`src/rtl/fb_demote.sv`:
```
// fb_demote: clamps signed Q4.12 RGB fragments, optionally applies 4x4 ordered
// dither, and packs the result to RGB565 through a two-stage valid/ready pipeline.
module fb_demote #(
  parameter int DITHER_EN = 1,
  parameter int ADDR_W    = 24
) (
  input  logic              clk,
  input  logic              rst_n,
  input  logic              in_valid,
  output logic              in_ready,
  input  logic [15:0]       in_r,
  input  logic [15:0]       in_g,
  input  logic [15:0]       in_b,
  input  logic [1:0]        in_x_lo,
  input  logic [1:0]        in_y_lo,
  input  logic [ADDR_W-1:0] in_addr,
  output logic              out_valid,
  input  logic              out_ready,
  output logic [15:0]       out_pixel,
  output logic [ADDR_W-1:0] out_addr
);

  localparam logic [11:0] MAX_C = 12'hFFF;

  logic              s1_v, s2_v;
  logic              s1_adv, s2_adv;
  logic [11:0]       s1_r, s1_g, s1_b;
  logic [ADDR_W-1:0] s1_addr;
  logic [11:0]       cl_r, cl_g, cl_b;
  logic [11:0]       dt_r, dt_g, dt_b;
  logic [3:0]        d;

  // Negative values go to zero; anything at or above 1.0 pins to the largest fraction.
  function automatic logic [11:0] clamp(input logic [15:0] v);
    if (v[15])                  return 12'h000;
    else if (v[14:12] != 3'b000) return MAX_C;
    else                        return v[11:0];
  endfunction

  // The 13-bit sum cannot wrap: 0xFFF plus the largest dither offset (120) fits easily.
  function automatic logic [11:0] sat_add(input logic [11:0] a, input logic [6:0] inc);
    logic [12:0] sum;
    sum = {1'b0, a} + {6'b000000, inc};
    return sum[12] ? MAX_C : sum[11:0];
  endfunction

  function automatic logic [3:0] bayer(input logic [1:0] y, input logic [1:0] x);
    case ({y, x})
      4'h0: return 4'd0;   4'h1: return 4'd8;   4'h2: return 4'd2;   4'h3: return 4'd10;
      4'h4: return 4'd12;  4'h5: return 4'd4;   4'h6: return 4'd14;  4'h7: return 4'd6;
      4'h8: return 4'd3;   4'h9: return 4'd11;  4'hA: return 4'd1;   4'hB: return 4'd9;
      4'hC: return 4'd15;  4'hD: return 4'd7;   4'hE: return 4'd13;  default: return 4'd5;
    endcase
  endfunction

  assign s2_adv    = !s2_v || out_ready;
  assign s1_adv    = !s1_v || s2_adv;
  assign in_ready  = s1_adv;
  assign out_valid = s2_v;

  always_comb begin
    // NOTE: every output of this block gets a value before any branch, so no latch is inferred.
    cl_r = clamp(in_r);
    cl_g = clamp(in_g);
    cl_b = clamp(in_b);
    d    = bayer(in_y_lo, in_x_lo);
    dt_r = cl_r;
    dt_g = cl_g;
    dt_b = cl_b;
    if (DITHER_EN != 0) begin
      dt_r = sat_add(cl_r, {d, 3'b000});
      dt_g = sat_add(cl_g, {1'b0, d, 2'b00});
      dt_b = sat_add(cl_b, {d, 3'b000});
    end
  end

  always_ff @(posedge clk or negedge rst_n) begin
    if (!rst_n) begin
      // NOTE: data registers are reset too, because out_pixel/out_addr must read zero during reset.
      s1_v      <= 1'b0;
      s1_r      <= '0;
      s1_g      <= '0;
      s1_b      <= '0;
      s1_addr   <= '0;
      s2_v      <= 1'b0;
      out_pixel <= '0;
      out_addr  <= '0;
    end else begin
      // NOTE: non-blocking assignments let S2 capture the S1 value from before this edge.
      if (s1_adv) begin
        s1_v <= in_valid;
        if (in_valid) begin
          s1_r    <= dt_r;
          s1_g    <= dt_g;
          s1_b    <= dt_b;
          s1_addr <= in_addr;
        end
      end
      if (s2_adv) begin
        s2_v <= s1_v;
        if (s1_v) begin
          out_pixel <= {s1_r[11:7], s1_g[11:6], s1_b[11:7]};
          out_addr  <= s1_addr;
        end
      end
    end
  end

endmodule

```
`config.mk`:
```
export PLATFORM = sky130hd
export DESIGN_NAME = fb_demote
export DESIGN_NICKNAME = d
export VERILOG_FILES = /design/src/rtl/fb_demote.sv
export SDC_FILE = /design/constraint.sdc
export NUM_CORES = 1
export LEC_CHECK = 0
export BUFFER_PORTS_ARGS = -buffer_cell sky130_fd_sc_hd__buf_2
export CAP_MARGIN = 20
export CELL_PAD_IN_SITES_DETAIL_PLACEMENT = 2
export CELL_PAD_IN_SITES_GLOBAL_PLACEMENT = 2
export CORE_ASPECT_RATIO = 2
export CORE_MARGIN = 10
export CORE_UTILIZATION = 31
export DETAILED_ROUTE_END_ITERATION = 12
export PLACE_DENSITY = 0.81
export SLEW_MARGIN = 20
export SYNTH_ARGS = -nofsm -noshare
export SYNTH_HDL_FRONTEND = slang
export SYNTH_SLANG_ARGS = --single-unit
```
`constraint.sdc`:
```
create_clock -name clk -period 2.1 [get_ports clk]
set_clock_uncertainty 0.15 [all_clocks]
set_input_delay 0.21 -clock clk [delete_from_list [all_inputs] [get_ports clk]]
set_output_delay 0.21 -clock clk [all_outputs]
set_load 0.05 [all_outputs]
```
# --- Word level (Yosys, flattened, before mapping) ---
# Memory sizes are Yosys's and may differ from the RTL's.
# Index checks and enable logic that the tools add are counted.
word_totals:
  register_bits: 102
  rom_bits: 64
  in_bits: 80
  out_inout_bits: 42
  wordCells: 30
  memories: 1
mem_list:
  columns: ["name", "words", "word_bits", "rd", "rd_ports_with_merged_regs", "write_ports", "line_no", "source"]
  rows:
  - ["(name not given)", 16, 4, 1, 0, 0, "48", "case ({y, x})"]
op_classes:
  add_sub_neg: 3
  muxes: 9
  n_reduce_logical: 9
ops:
  columns: ["operator", "n"]
  rows:
  - ["12-bit 2-to-1 mux", 9]
  - ["12-bit by 7-bit adder with 13-bit output", 2]
  - ["12-bit by 6-bit adder with 13-bit output", 1]
  - ["3-bit nonzero test", 3]
  - ["2-bit AND reduction", 2]
  - ["1-bit zero test", 2]
  - ["1-bit logical OR", 2]

# --- Longest topological paths before layout ---
# Gate-level depths: netlist of the first run.
logic_depth:
  ltp_word: 5
  mapped_depth: 10
  ltp_nobuf: 9

# --- Worst setup path before layout of the first run ---
# OpenSTA, ideal clock, no wires.
synth_timing:
  path_type: "input port to flip-flop"
  start: "input in_b[13]"
  end: "register s1_b[8]"
  setup_time_ps: 122
  arrival_time_ps: 2238
  t_required_ps: 1828
  setup_slack_ps: -409
  cell_stages: 10
  n_path_buf: 1
  path_cell_list: "or3_1 > clkbuf_1 > nor2_1 > nor2_1 > ha_1 > a211oi_1 > o21a_1 > nor2_1 > a211o_1 > a32o_1"
synth_via:
  elab_chain_len: 5
synth_lines:
  columns: ["item", "line_no", "source"]
  rows:
  - ["start, declared", "13", "input logic [15:0] in_b,"]
  - ["3-bit nonzero test", "36", "else if (v[14:12] != 3'b000) return MAX_C;"]
  - ["12-bit 2-to-1 mux", "36", null]
  - ["12-bit 2-to-1 mux", "35", "if (v[15]) return 12'h000;"]
  - ["12-bit by 7-bit adder with 13-bit output", "43", "sum = {1'b0, a} + {6'b000000, inc};"]
  - ["12-bit 2-to-1 mux", "44", "return sum[12] ? MAX_C : sum[11:0];"]
  - ["end signal, assigned", "95", "s1_b <= dt_b;"]
  - ["end, declared", "27", "logic [11:0] s1_r, s1_g, s1_b;"]
# Every way passes these cells.
# A chain may end at the register's enable or synchronous reset.

# --- Worst setup path after layout of the first run ---
layout_timing:
  start: "input in_b[12]"
  end: "register s1_b[8]"
# The elaborated chain is that of the path after synthesis.

==> metrics.yaml, run 1 <==
synth:
  yosys_register_bits: 82
  synth_area_leaders: "dfrtp_1, mux2_2, nand2_1"
  syn-num-nets: 481
  syn_area_per_cell_um2: 10.1
  synth_top_area_cell: "dfrtp_1"
  yosysWarnings: 0
  ys.flop_type: "dfrtp_1"
  ys_seq_area_frac: 0.518
  synth_top_area_share: 0.518
  yosysUniqueCellTypes: 51
  netlist_instances: 392
  synth.cell_area_mm2: 0.00396
  synth_edf_count: 0
  synth_common_cells: "nand2_1, dfrtp_1, nor2_1, mux2_2, clkbuf_1"
  synthArstFlopShare: 1.00
  synth.most_common_cell: "nand2_1"
pwr:
  vdd_drop_max_mv: 0.957
  p_int_mw: 3.66
  powerDensity_mw_per_mm2: 1010
  sw_frac_of_total: 0.369
  p_comb_frac: 0.345
  leakagePower_nw: 2.75
  seqPwrFrac: 0.363
  p_sw_mw: 2.14
  finalPower_mw: 5.79
  clockPowerShare: 0.291
detailed_routing:
  ant_nets: 0
  via_per_inst: 5.06
  avgRoutedWirePerCell_um: 20.0
  vias: 3625
  initialDrtViolationCount: 67
  firstDrtPassIters: 5
  drc: 0
  totalWireLength_um: 14400
layout:
  seqCellArea_mm2: 0.00205
  finish.instance_area_mm2: 0.00574
  multi_input_area_mm2: 0.00196
  final_cells: 716
  areaGrowthSynthToFinish_pct: 45.0
  nFillCells: 1344
  final_net_count: 650
  drive_gt1_frac: 0.432
  finish.utilization: 0.457
placement:
  gp_congestion: 0.791
  place_inst: 673
  hpwl_um: 10600
  placed_cell_area_mm2: 0.00504
  numPortBuffers: 113
floorplan:
  start_util: 0.315
  dieArea_mm2: 0.0180
  die_h_um: 180
  die_w_um: 99.9
  core_area_mm2: 0.0126
  io-pin-count: 122
  row_count: 58
global_routing:
  globalRouteMet3Util: 0.0303
  grt_overflow: 0
  first_global_vias: 4436
  met2_usage: 0.325
  grt_max_degree: 49
  gr-usage-all-layers: 0.162
  antenna_found_initial: 1
  busiest_layer: "met2"
  grt_use_met1: 0.147
  grt_pass1_wl_um: 23500
critical_path:
  crit_path_end_kind: "register"
  cp.required_ns: 2.17
  start_kind: "input pin"
  crit_fanout: 4
  path_class: "input pin to register"
  crit_arrival_ns: 2.18
timing:
  rsz0062_at_grt: "yes"
  drv_slew: 0
  min_period_ns: 2.11
  final-setup-viol-count: 1
  relSlewSlack: 0.642
  period_share: 1.00
  hold_violations: 0
  fin_tns_setup_ns: -0.00840
  max_freq_ghz: 0.474
  layout_setup_ws_ns: -0.00840
  max_slew.worst_pin.slew_ns: 0.533
clock_network:
  cts_tree: "yes"
  cts_inserted_buffers: 9
  cts.clk_slew.worst_paths_ns: 0.06
  clock_latency_ns: 0.33
  htree_levels: 3
  clk_path_buf_depth: 2
  cts-root-buf: "clkbuf_16"
  cts.sinks: 82
worst_hold_path:
  hp-class: "input pin to register"
run_status:
  status: "complete, but fails checks"
  violations: "setup timing"
flow_run:
  drv_cap: 0
==> per-stage QoR <==
step	worst slack, ns	hold WS [ns]
floorplan	-0.296	-0.236
global placement	-0.357	0.0384
detailed placement	-0.470	0.0475
CTS	-0.0485	0.0236
global route	-0.150	0.0388
finish	-0.00840	0.0281
==> cell usage in the layout, fill, tap and decap left out, types with 3 or more instances in the layout <==
cell           count
buf_2            108
nand2_1           86
dfrtp_1           81
mux2_2            41
nor2_1            39
buf_4             33
dlygate4sd3_1     26
ha_1               9
clkbuf_16          9
a21oi_1            8
nor3_1             7
a31oi_1            6
inv_1              6
nand2_2            5
a21oi_2            5
buf_12             5
nor2_2             4
xor2_1             4
nand2b_1           4
o31ai_2            4
buf_6              4
or3_4              3
nor2_4             3
nor4_1             3
a211oi_2           3
o21a_1             3
o31ai_1            3
nand4_1            3
==> cell type report <==
| class | instances | share of cell area |
|---|---|---|
| well taps | 150 | 0.0327 |
| inverters | 6 | 0.00392 |
| diodes | 1 | 0.000436 |
| flip-flops and latches | 82 | 0.358 |
| clock buffers | 13 | 0.0453 |
| multi-input cells | 286 | 0.342 |
| clock inverters | 2 | 0.0105 |
| repair buffers | 176 | 0.208 |
==> cells by family (layout without fill, tap and decap cells) <==
kind of cell / after synthesis / after routing / synth area share
AOI/OAI and AO/OA: 54 / 54 / 0.100
xor gates and xnor gates: 5 / 5 / 0.0111
adders and majority gates: 9 / 9 / 0.0284
buffers and inverters: 24 / 197 / 0.0272
DFF: 82 / 82 / 0.518
muxes: 42 / 42 / 0.119
other: 0 / 1 / 0
and+or+nand+nor: 176 / 176 / 0.196
==> worst max-delay path, cell delays in order <==
cell and delay [ns]:
buf_6 0.09, or3_4 0.40, nor2_2 0.11, nor2_1 0.05
ha_1 0.31, a211oi_2 0.22, o21a_1 0.21, nor2_2 0.07
a211o_1 0.28, a32o_1 0.22
==> power by group through the flow <==
stage	logic, mW	registers, mW	clock network, mW
final	2.00	2.10	1.69
after global routing	2.14	2.15	1.80
after CTS	1.99	2.10	1.73
after detailed placement	1.93	2.13	0
after global placement	1.85	2.09	0
after floorplan	0.576	2.79	0
==> path summary, 6_finish.rpt <==
kind,slack (ns),cells past startpoint,end,startpoint
worst max-delay path,-0.008,10,s1_b[8],in_b[12]
worst min-delay path,0.03,3,s1_r[9],in_r[9]
worst max register to register,0.40,4,s1_r[8],out_valid
worst min register to register,0.33,2,s1_addr[6],s1_addr[6]
max in group asynchronous,0.94,3,s1_addr[3],rst_n
min in group asynchronous,0.23,2,s1_addr[17],rst_n
==> sequential cells by signal, summed over array words and instances (netlist names) <==
signal     flops
out_addr      24
out_pixel     16
out_valid      1
s1_addr       24
s1_b           5
s1_g           6
s1_r           5
s1_v           1
==> metal layers <==
metal	wire length (um)	part of all wire
met1	4660	0.32
met2	8890	0.62
met3	505	0.035
met4	295	0.021
met5	0	0
==> timing repair <==
item / in CTS / in global routing
endpoints found under the setup margin: 6 / 11
endpoints found under the hold margin: 59 / 0
pin swaps: 11 / 10
hold buffers: 26 / 0
buffers inserted: 0 / 1
resized for setup: 6 / 18
cloned: 0 / 0
No activity file was read; power rests on OpenSTA's default activity.
==> run 2: changes to the inputs <==
--- a/config.mk
+++ b/config.mk
@@ -14,6 +14,7 @@
 export CORE_UTILIZATION = 31
 export DETAILED_ROUTE_END_ITERATION = 12
 export PLACE_DENSITY = 0.81
+export SETUP_SLACK_MARGIN = 0.1
 export SLEW_MARGIN = 20
 export SYNTH_ARGS = -nofsm -noshare
 export SYNTH_HDL_FRONTEND = slang
==> metrics.yaml, run 2 (synthesis results as in run 1) <==
floorplan:
  dieArea_mm2: 0.0180  # unchanged
  start_util: 0.315  # unchanged
  core_area_mm2: 0.0126  # unchanged
  die_h_um: 180  # unchanged
  io-pin-count: 122  # unchanged
  row_count: 58  # unchanged
  die_w_um: 99.9  # unchanged
detailed_routing:
  initialDrtViolationCount: 82  # +22%
  ant_nets: 0  # unchanged
  via_per_inst: 5.06  # about the same
  drc: 0  # unchanged
  firstDrtPassIters: 4  # -1
  totalWireLength_um: 14600  # +1.8%
  avgRoutedWirePerCell_um: 20.2  # +0.58%
  vias: 3671  # +1.3%
flow_run:
  drv_cap: 0  # unchanged
pwr:
  leakagePower_nw: 2.79  # +1.5%
  finalPower_mw: 5.63  # -2.8%
  powerDensity_mw_per_mm2: 968  # -4.1%
  vdd_drop_max_mv: 0.653  # -32%
clock_network:
  clock_latency_ns: 0.33  # about the same
  htree_levels: 3  # unchanged
  cts_inserted_buffers: 9  # unchanged
  cts-root-buf: "clkbuf_16"
  cts.sinks: 82  # unchanged
  cts.clk_slew.worst_paths_ns: 0.06  # about the same
  clk_path_buf_depth: 2  # unchanged
  cts_tree: "yes"
placement:
  numPortBuffers: 113  # unchanged
  gp_congestion: 0.818  # +3.4%
  place_inst: 674  # +0.15%
  hpwl_um: 10600  # about the same
layout:
  final_net_count: 659  # +1.4%
  final_common_cell: "buf_2"
  nFillCells: 1326  # -1.3%
  reg_top3: "out_addr x24, s1_addr x24, out_pixel x16"
  areaGrowthSynthToFinish_pct: 47.0
  drive_gt1_frac: 0.457  # +0.0255
  final_cells: 725  # +1.3%
  layout_common_cells: "buf_2, nand2_1, dfrtp_1"
  antenna_cells: 0  # -1
  finish.utilization: 0.464  # +0.00628
global_routing:
  antenna_found_initial: 0  # -1
  grt_max_degree: 41  # -16%
  grt_use_met1: 0.140  # -0.00707
  gr-usage-all-layers: 0.162  # -0.000313
  globalRouteMet3Util: 0.0319  # +0.00154
  grt_pass1_wl_um: 23300  # -0.70%
  met2_usage: 0.331  # +0.00520
  first_global_vias: 4496  # +1.4%
  busiest_layer: "met2"
  grt_overflow: 0  # unchanged
timing:
  layout_setup_ws_ns: -0.000682  # +0.00771 ns
  relSlewSlack: 0.661  # +0.0196
  min_period_ns: 2.10  # -0.00771 ns
  max_slew.worst_pin.slew_ns: 0.504  # -0.0292 ns
  period_share: 1.00  # -0.00367
  drv_slew: 0  # unchanged
  hold_violations: 0  # unchanged
  final-setup-viol-count: 1  # unchanged
  rsz0062_at_grt: "yes"
  max_freq_ghz: 0.476  # +0.37%
critical_path:
  cp.required_ns: 2.17  # about the same
  crit_path_end_kind: "register"
  path_class: "input pin to register"
  crit_fanout: 4  # unchanged
  crit_arrival_ns: 2.17  # about the same
  start_kind: "input pin"
run_status:
  violations: "setup timing"
  status: "complete, but fails checks"
worst_hold_path:
  hp-class: "input pin to register"
[run 2: area by class of cell]
| cell class | count | area [um^2] | share of cell area |
|---|---|---|---|
| Clock buffer | 14 | 274 | 0.0471 |
| Clock inverter | 2 | 10.0 | 0.00172 |
| Inverter | 6 | 22.5 | 0.00387 |
| Multi-Input combinational cell | 286 | 2020 | 0.346 |
| Sequential cell | 82 | 2050 | 0.353 |
| Tap cell | 150 | 188 | 0.0323 |
| Timing Repair Buffer | 185 | 1260 | 0.216 |
[run 2: final timing paths]
kind | end | from | cells after the start | slack (ns)
worst min-delay path | s1_r[9] | in_r[9] | 3 | 0.04
worst min register to register | s1_addr[6] | s1_addr[6] | 2 | 0.33
worst max-delay path | s1_b[8] | in_b[14] | 10 | -0.0007
max in group asynchronous | s1_addr[3] | rst_n | 3 | 1.00
min in group asynchronous | s1_addr[16] | rst_n | 2 | 0.13
worst max register to register | s1_addr[5] | out_valid | 5 | 0.42
[run 2: power by group]
part           total, mW  switching [mW]  internal [mW]
Sequential          2.10           0.201           1.90
Combinational       2.05            1.37          0.681
Clock               1.48           0.584          0.894
Total               5.63            2.15           3.48
[run 2: per-stage QoR]
step	TNS, ns	cell area (um^2)	hold slack, ns	setup slack [ns]
after CTS	-0.0603	5690	0.0172	-0.0603
after global placement	-3.55	5020	-0.0833	-0.356
after detailed placement	-4.86	5020	-0.0785	-0.487
after global routing	-0.344	5820	0.0533	-0.0830
after floorplan	-1.93	4080	-0.236	-0.296
final	-0.000682	5820	0.0354	-0.000682
[run 2: routing by layer]
metal,share of wire,vias up
li1,-,1718
met5,0,-
met2,0.62,80
met4,0.024,0
met1,0.32,1856
met3,0.036,17
[run 2: what timing repair did]
item / CTS / global route
gates cloned: 0 / 0
resized for setup: 22 / 18
hold endpoints to repair: 107 / 0
setup buffers: 3 / 6
pin swaps: 17 / 13
endpoints found under the setup margin: 11 / 15
hold buffers: 26 / 0
[run 2: worst max-delay path, cell delays in order]
cell and delay (ns):
buf_6 0.09, or3_4 0.40, nor2_2 0.09, nor2_1 0.04
ha_1 0.31, a211oi_2 0.25, o21a_1 0.21, nor2_2 0.06
a211o_1 0.27, a32o_1 0.23
